### config.mk
export PLATFORM = sky130hd
export DESIGN_NAME = instruction_fetch_unit_flat
export DESIGN_NICKNAME = d
export VERILOG_FILES = /design/src/rtl/instruction_fetch_unit_if.sv /design/src/rtl/instruction_fetch_unit.sv /design/src/flat_wrapper.sv
export SDC_FILE = /design/constraint.sdc
export NUM_CORES = 1
export LEC_CHECK = 0
export ABC_AREA = 0
export BUFFER_PORTS_ARGS = -buffer_cell sky130_fd_sc_hd__buf_2
export CORE_MARGIN = 2
export CORE_UTILIZATION = 40
export CTS_BUF_LIST = sky130_fd_sc_hd__clkbuf_8
export DETAILED_ROUTE_END_ITERATION = 10
export SLEW_MARGIN = 20
export SYNTH_ARGS = -nofsm -noshare
export SYNTH_HDL_FRONTEND = slang
export SYNTH_SLANG_ARGS = --single-unit
### constraint.sdc
create_clock -name clk -period 5.5 [get_ports clk]
set_input_delay 1.65 -clock clk [delete_from_list [all_inputs] [get_ports clk]]
set_output_delay 1.65 -clock clk [all_outputs]
set_load 0.01 [all_outputs]
### src/rtl/instruction_fetch_unit_if.sv
// rtl/instruction_fetch_unit_if.sv - instruction memory and decode-side signal bundle of the fetch unit
interface instruction_fetch_unit_if #(
  parameter int unsigned bus = 32
);
  logic [bus-1:0] mem_address;
  logic           mem_req;
  logic [bus-1:0] mem_data;
  logic [bus-1:0] instr;
  logic [bus-1:0] instr_pc;
  logic           instr_valid;
  logic           instr_ready;
  logic           redirect_valid;
  logic [bus-1:0] redirect_target;
  logic           halt;
  logic           busy;

  // Fetch unit side: drives the memory request and the decode stream.
  modport master (
    output mem_address, mem_req, instr, instr_pc, instr_valid, busy,
    input  mem_data, instr_ready, redirect_valid, redirect_target, halt
  );

  // Environment side: instruction memory, decode stage and control.
  modport slave (
    input  mem_address, mem_req, instr, instr_pc, instr_valid, busy,
    output mem_data, instr_ready, redirect_valid, redirect_target, halt
  );
endinterface

### src/rtl/instruction_fetch_unit.sv
// rtl/instruction_fetch_unit.sv - PC owner, credit-limited fetch issue and instruction buffer toward decode
module instruction_fetch_unit #(
  parameter int unsigned    bus         = 32,
  parameter logic [bus-1:0] resetVector = '0,
  parameter int unsigned    addrStep    = 1,
  parameter int unsigned    fifoDepth   = 4
) (
  input  logic                     clk,
  input  logic                     reset,
  instruction_fetch_unit_if.master ifu
);
  localparam int unsigned    PtrW     = (fifoDepth > 1) ? $clog2(fifoDepth) : 1;
  localparam int unsigned    CntW     = PtrW + 1;
  localparam int unsigned    OccW     = CntW + 1;
  localparam logic [OccW-1:0] DepthOcc = OccW'(fifoDepth);
  localparam logic [bus-1:0] StepPc   = bus'(addrStep);

  typedef enum logic [1:0] {
    BOOT   = 2'd0,
    RUN    = 2'd1,
    HALTED = 2'd2
  } state_e;

  state_e          state_q, state_d;
  logic [bus-1:0]  fetch_pc_q, fetch_pc_d;
  logic            inflight_q;
  logic [bus-1:0]  inflight_pc_q;
  logic [bus-1:0]  fifo_instr_q [fifoDepth];
  logic [bus-1:0]  fifo_pc_q    [fifoDepth];
  logic [PtrW-1:0] rd_ptr_q, wr_ptr_q;
  logic [CntW-1:0] count_q;

  logic [OccW-1:0] occupancy;
  logic            head_valid;
  logic            redirect;
  logic            issue;
  logic            push;
  logic            pop;

  // Issue credit counts in-flight words so the buffer can never overflow; redirect suppresses issue, push and pop.
  always_comb begin
    redirect   = ifu.redirect_valid;
    head_valid = (count_q != '0);
    occupancy  = {1'b0, count_q} + {{CntW{1'b0}}, inflight_q};
    issue      = (state_q == RUN) && !ifu.halt && !redirect && (occupancy < DepthOcc);
    push       = inflight_q && !redirect;
    pop        = head_valid && !redirect && ifu.instr_ready;
  end

  // Next state and next PC; a redirect overrides sequential advance in every state.
  always_comb begin
    state_d    = state_q;
    fetch_pc_d = fetch_pc_q;
    case (state_q)
      BOOT:    state_d = ifu.halt ? HALTED : RUN;
      RUN:     if (ifu.halt) state_d = HALTED;
      HALTED:  if (!ifu.halt) state_d = RUN;
      default: state_d = BOOT;
    endcase
    if (redirect) begin
      fetch_pc_d = ifu.redirect_target;
    end else if (issue) begin
      fetch_pc_d = fetch_pc_q + StepPc;
    end
  end

  // Control state register.
  always_ff @(posedge clk) begin
    if (reset) begin
      state_q <= BOOT;
    end else begin
      state_q <= state_d;
    end
  end

  // PC, in-flight tag and buffer pointers; a redirect flushes the buffer and kills the pending response.
  always_ff @(posedge clk) begin
    if (reset) begin
      fetch_pc_q    <= resetVector;
      inflight_q    <= 1'b0;
      inflight_pc_q <= '0;
      rd_ptr_q      <= '0;
      wr_ptr_q      <= '0;
      count_q       <= '0;
    end else begin
      fetch_pc_q <= fetch_pc_d;
      inflight_q <= issue;
      if (issue) begin
        inflight_pc_q <= fetch_pc_q;
      end
      if (redirect) begin
        rd_ptr_q <= '0;
        wr_ptr_q <= '0;
        count_q  <= '0;
      end else begin
        if (push) wr_ptr_q <= wr_ptr_q + PtrW'(1);
        if (pop)  rd_ptr_q <= rd_ptr_q + PtrW'(1);
        case ({push, pop})
          2'b10:   count_q <= count_q + CntW'(1);
          2'b01:   count_q <= count_q - CntW'(1);
          default: count_q <= count_q;
        endcase
      end
    end
  end

  // Buffer storage; contents are only meaningful below count_q, so no reset is needed.
  always_ff @(posedge clk) begin
    if (push) begin
      fifo_instr_q[wr_ptr_q] <= ifu.mem_data;
      fifo_pc_q[wr_ptr_q]    <= inflight_pc_q;
    end
  end

  assign ifu.mem_address = fetch_pc_q;
  assign ifu.mem_req     = issue;
  assign ifu.instr_valid = head_valid && !redirect;
  assign ifu.instr       = head_valid ? fifo_instr_q[rd_ptr_q] : '0;
  assign ifu.instr_pc    = head_valid ? fifo_pc_q[rd_ptr_q] : '0;
  assign ifu.busy        = inflight_q || head_valid;
endmodule
### src/flat_wrapper.sv
// flat-port wrapper written by rule: the top's interface ports become plain ports
module instruction_fetch_unit_flat 
#(
  parameter int unsigned    bus         = 32,
  parameter logic [bus-1:0] resetVector = '0,
  parameter int unsigned    addrStep    = 1,
  parameter int unsigned    fifoDepth   = 4
)
  (clk, reset, ifu_mem_address, ifu_mem_req, ifu_instr, ifu_instr_pc, ifu_instr_valid, ifu_busy, ifu_mem_data, ifu_instr_ready, ifu_redirect_valid, ifu_redirect_target, ifu_halt);
  instruction_fetch_unit_if #(.bus(bus)) ifu_i ();
  input  logic clk;
  input  logic reset;
  output wire logic [$bits(ifu_i.mem_address)-1:0] ifu_mem_address;
  output wire logic [$bits(ifu_i.mem_req)-1:0] ifu_mem_req;
  output wire logic [$bits(ifu_i.instr)-1:0] ifu_instr;
  output wire logic [$bits(ifu_i.instr_pc)-1:0] ifu_instr_pc;
  output wire logic [$bits(ifu_i.instr_valid)-1:0] ifu_instr_valid;
  output wire logic [$bits(ifu_i.busy)-1:0] ifu_busy;
  input wire logic [$bits(ifu_i.mem_data)-1:0] ifu_mem_data;
  input wire logic [$bits(ifu_i.instr_ready)-1:0] ifu_instr_ready;
  input wire logic [$bits(ifu_i.redirect_valid)-1:0] ifu_redirect_valid;
  input wire logic [$bits(ifu_i.redirect_target)-1:0] ifu_redirect_target;
  input wire logic [$bits(ifu_i.halt)-1:0] ifu_halt;
  assign ifu_mem_address = ifu_i.mem_address;
  assign ifu_mem_req = ifu_i.mem_req;
  assign ifu_instr = ifu_i.instr;
  assign ifu_instr_pc = ifu_i.instr_pc;
  assign ifu_instr_valid = ifu_i.instr_valid;
  assign ifu_busy = ifu_i.busy;
  assign ifu_i.mem_data = ifu_mem_data;
  assign ifu_i.instr_ready = ifu_instr_ready;
  assign ifu_i.redirect_valid = ifu_redirect_valid;
  assign ifu_i.redirect_target = ifu_redirect_target;
  assign ifu_i.halt = ifu_halt;
  instruction_fetch_unit #(.bus(bus), .resetVector(resetVector), .addrStep(addrStep), .fifoDepth(fifoDepth)) u_core (.clk(clk), .reset(reset), .ifu(ifu_i));
endmodule
==> results.toml, run 1 <==
[layout]
design_area_mm2 = 0.0154
fill_cells = 2897
multiInputGateArea_mm2 = 0.00363
area_growth_syn_to_layout_pct = 17.9
diodes = 0
post-route-util = 0.476
drive_above_1_share = 0.308
finalNetCount = 1087
seqCellArea_mm2 = 0.00922

[grt]
grtUsageTotal = 0.168
overflow = 0
grt_pass1_wl_mm = 43.7
antenna_found_initial = 0
grt_pass1_vias = 7738
grt_max_degree = 65

[routing]
drtAntennaViolNets = 0
wl_mm = 28.1
drc_errors = 0
vias_per_cell = 5.03
drt_pass1_iterations = 5
vias = 7539
drt_iter0_drc = 428
wl_per_cell_um = 18.8

[critical_path]
worst-path-max-fanout = 9
r2r_start = "u_core.ifu.mem_address[3]"
arrival_ps = 2660
endpoint_kind = "output pin"
start_kind = "input port"
r2r-end = "u_core.ifu.mem_address[29]"
critPathLaunch = "ifu_halt"
reg2reg_slack_ps = 2890
reg2reg_depth = 5
worstPathRequired_ps = 3850
worstSetupPathType = "in2out"

[timing]
slew_headroom = 0.285
hold_ws_ps = 501
fmaxAchievable_mhz = 232
setup_tns_ps = 0
clock_skew_ps = 14.9
finalCriticalPeriod_ps = 4310
setup_viol = 0
setup_slack_ps = 1190
slew_violations = 0
rsz0062_at_grt = "no"
fin_crit_sh = 0.783
worstMarginPinSlew_ps = 1070
hold_viol = 0

[yosys]
synthArstFlopShare = 0
syn-mean-instance-area_um2 = 15.8
synth_top_area_share = 0.589
synth.most_common_cell = "edfxtp_1"
synthFlopType = "edfxtp_1"
synth_top_cell_by_area = "edfxtp_1"
synth_enable_flop_cells = 256
yosysSeqAreaShare = 0.705
synth_area_mm2 = 0.0131
yosys-top-cells-count = "edfxtp_1 (256), nand2_1 (85), dfxtp_1 (76), nor2b_1 (66), mux4_2 (64)"
ys_warn_count = 0
ys_seq_elements = 332
syn_inst = 825
synth_cell_types = 42
synthTopCellsByArea = "edfxtp_1 (59%), dfxtp_1 (12%), mux4_2 (11%)"
synthesis.nets = 901

[placement]
gp_congestion = 0.760
dpl_worst_slack_ps = 1200
portBuffers = 167
place_area_mm2 = 0.0144
place_hpwl_mm = 16.1

[floorplanning]
ioPinCount = 168
fp-row-count = 66
die_h_um = 185
die_area_mm2 = 0.0341
fp.dieW_um = 185
core_mm2 = 0.0324
start_util = 0.403

[worst_hold_path]
min_to = "u_core.inflight_pc_q[12]"
hold_class = "reg2reg"
min_from = "u_core.inflight_pc_q[12]"
hold_depth = 2

[clock_tree]
root_buffer = "clkbuf_8"
cts_made_buffers = 56
cts_resized = 0
ctsHoldBuffers = 0
clkLatencyLatePin_ps = 570
cts_buffer_depth = 3
cts_post_setup_buffers_inserted = 0
cts.sinks = 332
path_clk_slew_ps = 60
tritoncts = "done"
h-tree-depth = 2

[outcome]
status = "finished, final reports clean"

[power]
worst_ir_drop_vdd_v = 0.000158
powerDensity_mw_per_mm2 = 317
p_leak_nw = 5.23

[job]
drv_cap = 0
==> final cells by class <==
class | instances | area share
clock inverter | 44 | 0.0137
timing repair buffer | 173 | 0.0588
multi-input combinational | 434 | 0.236
tap | 442 | 0.0359
inverter | 14 | 0.00341
sequential | 332 | 0.599
clock buffer | 60 | 0.0536
==> state kept, by name (all words and copies together) (netlist names), named ones only <==
signal / cells
u_core.count_q: 3
u_core.fifo_pc_q: 128
u_core.inflight_pc_q: 32
u_core.wr_ptr_q: 2
u_core.inflight_q: 1
u_core.state_q: 2
u_core.fifo_instr_q: 128
u_core.rd_ptr_q: 2
u_core.ifu.mem_address: 32
==> layer usage <==
| metal | share of wire | up-vias | global-route usage |
|---|---|---|---|
| met4 | 0.021 | 0 | 0.0517 |
| li1 | - | 3504 | - |
| met1 | 0.47 | 3740 | 0.238 |
| met3 | 0.059 | 50 | 0.0368 |
| met2 | 0.45 | 245 | 0.260 |
| met5 | 0 | - | 0 |
==> placed cells by master, fill, tap and decap left out, types with 5 or more instances in the layout <==
master and n:
edfxtp_1 256, buf_2 167, nand2_1 85, dfxtp_1 74, nor2b_1 66, mux4_2 64, clkbuf_8 60, a21oi_1 42
nor2_1 34, inv_1 33, xnor2_1 27, a211oi_1 18, clkinv_1 12, nand3_1 10, nand4_1 10, clkinv_2 9
nor3_1 8, nor4_1 7, and2_1 6, o21ai_0 6, ha_1 6, a311oi_1 5
==> cells by family (layout without fill, tap and decap cells) <==
family	count (synthesis)	count (layout)	share of synthesized area
adder cells (fa/ha/maj)	7	7	0.00728
flip-flops	332	332	0.705
multiplexers	65	65	0.111
AND/OR/NAND/NOR	254	254	0.102
AO/OA/AOI/OAI	77	77	0.0355
XOR/XNOR	31	31	0.0208
buffers and inverters	59	291	0.0178
==> per-stage QoR <==
stage                     power [mW]  std cells
after global routing            5.08       1499
after CTS                       4.95       1499
after detailed placement        2.92       1395
final                           4.88       1499
after global placement          2.92       1395
after floorplan                 2.85        825
==> worst max-delay path by stage <==
stage	slack [ps]	to
after floorplan	1180	ifu_mem_req
after CTS	1200	ifu_instr_pc[12]
after detailed placement	1200	ifu_mem_req
after global routing	1120	ifu_mem_req
after global placement	1200	ifu_mem_req
final	1190	ifu_mem_req
==> power breakdown <==
group	total (mW)	switching [mW]	leakage, nW	internal (mW)
registers	2.74	0.0321	2.96	2.71
logic	0.132	0.0753	1.67	0.0571
clock network	2.01	0.955	0.610	1.05
==> critical path, cell delays in order <==
cell and delay (ps):
buf_2 120, nor4b_4 480, nand3_1 180, clkinv_1 90, buf_2 130
(Power assumes the default switching activity.)
==> inputs of run 2 (changes only) <==
==> constraint.sdc (replaced) <==
create_clock -name clk -period 4.1 [get_ports clk]
set_input_delay 1.23 -clock clk [delete_from_list [all_inputs] [get_ports clk]]
set_output_delay 1.23 -clock clk [all_outputs]
set_load 0.01 [all_outputs]
==> run 2 against run 1 <==
Flip-flop and latch count unchanged. Routed wire length down 0.28%. Cell count up 0.33%. Critical endpoint is now ifu_instr_pc[11].
==> results.toml, run 2 (same netlist as run 1, synthesis figures left out) <==
[outcome]
status = "finished, final reports clean"

[layout]
final_common_cell = "edfxtp_1"
finalNetCount = 1100
design_area_mm2 = 0.0156
layout_common_cells = "edfxtp_1 (256), buf_2 (167), nand2_1 (85), dfxtp_1 (74), nor2b_1 (66)"
reg_top3 = "u_core.fifo_instr_q x128, u_core.fifo_pc_q x128"
layoutNonFillerInstCount = 1504
post-route-util = 0.481
area_growth_syn_to_layout_pct = 19.2
drive_above_1_share = 0.318
diodes = 0
fill_cells = 2912

[routing]
vias_per_cell = 4.93
drt_iter0_drc = 444
drtAntennaViolNets = 0
vias = 7422
wl_per_cell_um = 18.6
drc_errors = 0
wl_mm = 28.0
drt_pass1_iterations = 4

[floorplanning]
fp-row-count = 66
die_h_um = 185
die_area_mm2 = 0.0341
fp.dieW_um = 185
start_util = 0.403
core_mm2 = 0.0324
ioPinCount = 168

[timing]
clock_skew_ps = 23.2
slew_headroom = 0.357
setup_viol = 0
worstMarginPinSlew_ps = 959
fin_crit_sh = 0.908
hold_viol = 0
setup_tns_ps = 0
hold_ws_ps = 497
finalCriticalPeriod_ps = 3720
fmaxAchievable_mhz = 269
slew_violations = 0
setup_slack_ps = 377
rsz0062_at_grt = "no"

[power]
total_power_mw = 6.56
comb_power_share = 0.027
worst_ir_drop_vdd_v = 0.000240
p_clk_frac = 0.412
p_leak_nw = 5.29
powerDensity_mw_per_mm2 = 421
seq_power_share = 0.560
switching_share = 0.210
switchingPower_mw = 1.37
p_int_mw = 5.18

[placement]
place_area_mm2 = 0.0145
placed_cells = 1410
portBuffers = 167
gp_congestion = 0.771
dpl_worst_slack_ps = 799
place_hpwl_mm = 17.7

[clock_tree]
root_buffer = "clkbuf_8"
ctsHoldBuffers = 0
cts.sinks = 332
cts_resized = 0
h-tree-depth = 2
cts_made_buffers = 54
clkLatencyLatePin_ps = 570
cts_post_setup_buffers_inserted = 0
cts_buffer_depth = 3
tritoncts = "done"
path_clk_slew_ps = 60

[grt]
grt_pass1_vias = 7572
grtUsageTotal = 0.166
antenna_found_initial = 0
grt_max_degree = 55
grt_pass1_wl_mm = 43.0
overflow = 0

[critical_path]
worst-path-max-fanout = 23
endpoint_kind = "output pin"
reg2reg_depth = 9
reg2reg_slack_ps = 1480
r2r_start = "u_core.count_q[0]"
worstPathRequired_ps = 2870
r2r-end = "u_core.count_q[2]"
start_kind = "flop"
arrival_ps = 2490
worstSetupPathType = "reg2out"

[job]
drv_cap = 0

[worst_hold_path]
min_from = "u_core.inflight_pc_q[11]"
min_to = "u_core.inflight_pc_q[11]"
hold_depth = 2
hold_class = "reg2reg"
run 2: cell count changes in the layout (fill, tap and decap cells not counted):
cell	delta
clkinv_2	-5
clkinv_1	-1
clkbuf_8	+1
bufinv_16	+1
buf_4	+10
buf_12	+5
inv_1	-6
run 2: layer usage:
| layer | GRT usage | routed length [um] | share of wire |
|---|---|---|---|
| met1 | 0.229 | 12800 | 0.46 |
| met2 | 0.266 | 13100 | 0.47 |
| met3 | 0.0342 | 1590 | 0.057 |
| met4 | 0.0495 | 601 | 0.021 |
| met5 | 0 | 0 | 0 |
run 2: worst max path at each step:
stage / startpoint / to / slack, ps / cells past startpoint
final: flop / ifu_instr_pc[11] / 380 / 4
after global placement: ifu_halt / ifu_mem_req / 810 / 6
after CTS: flop / ifu_instr_pc[11] / 220 / 4
after floorplan: ifu_redirect_valid / u_core.fifo_instr_q[0][0] / 500 / 3
after detailed placement: ifu_halt / ifu_mem_req / 800 / 6
after global routing: flop / ifu_instr_pc[11] / 190 / 4
run 2: worst max-delay path, stage by stage (launching register included):
cell,delay [ps]
dfxtp_4,670
buf_4,340
mux4_2,520
nor2b_1,180
buf_2,210
run 2: cell type report:
type | count | area, um2 | share of cell area
clock buffer | 61 | 840 | 0.0540
clock inverter | 33 | 189 | 0.0121
tap | 442 | 553 | 0.0355
multi-input combinational | 434 | 3630 | 0.233
sequential | 332 | 9220 | 0.592
timing repair buffer | 188 | 1080 | 0.0695
inverter | 14 | 52.6 | 0.00338
run 2: power by group through the flow:
stage	combinational [mW]	clock (mW)	sequential, mW
after floorplan	0.0778	0	3.74
after global placement	0.179	0	3.74
after detailed placement	0.181	0	3.74
after CTS	0.181	2.78	3.67
after global routing	0.198	2.92	3.68
final	0.179	2.70	3.67
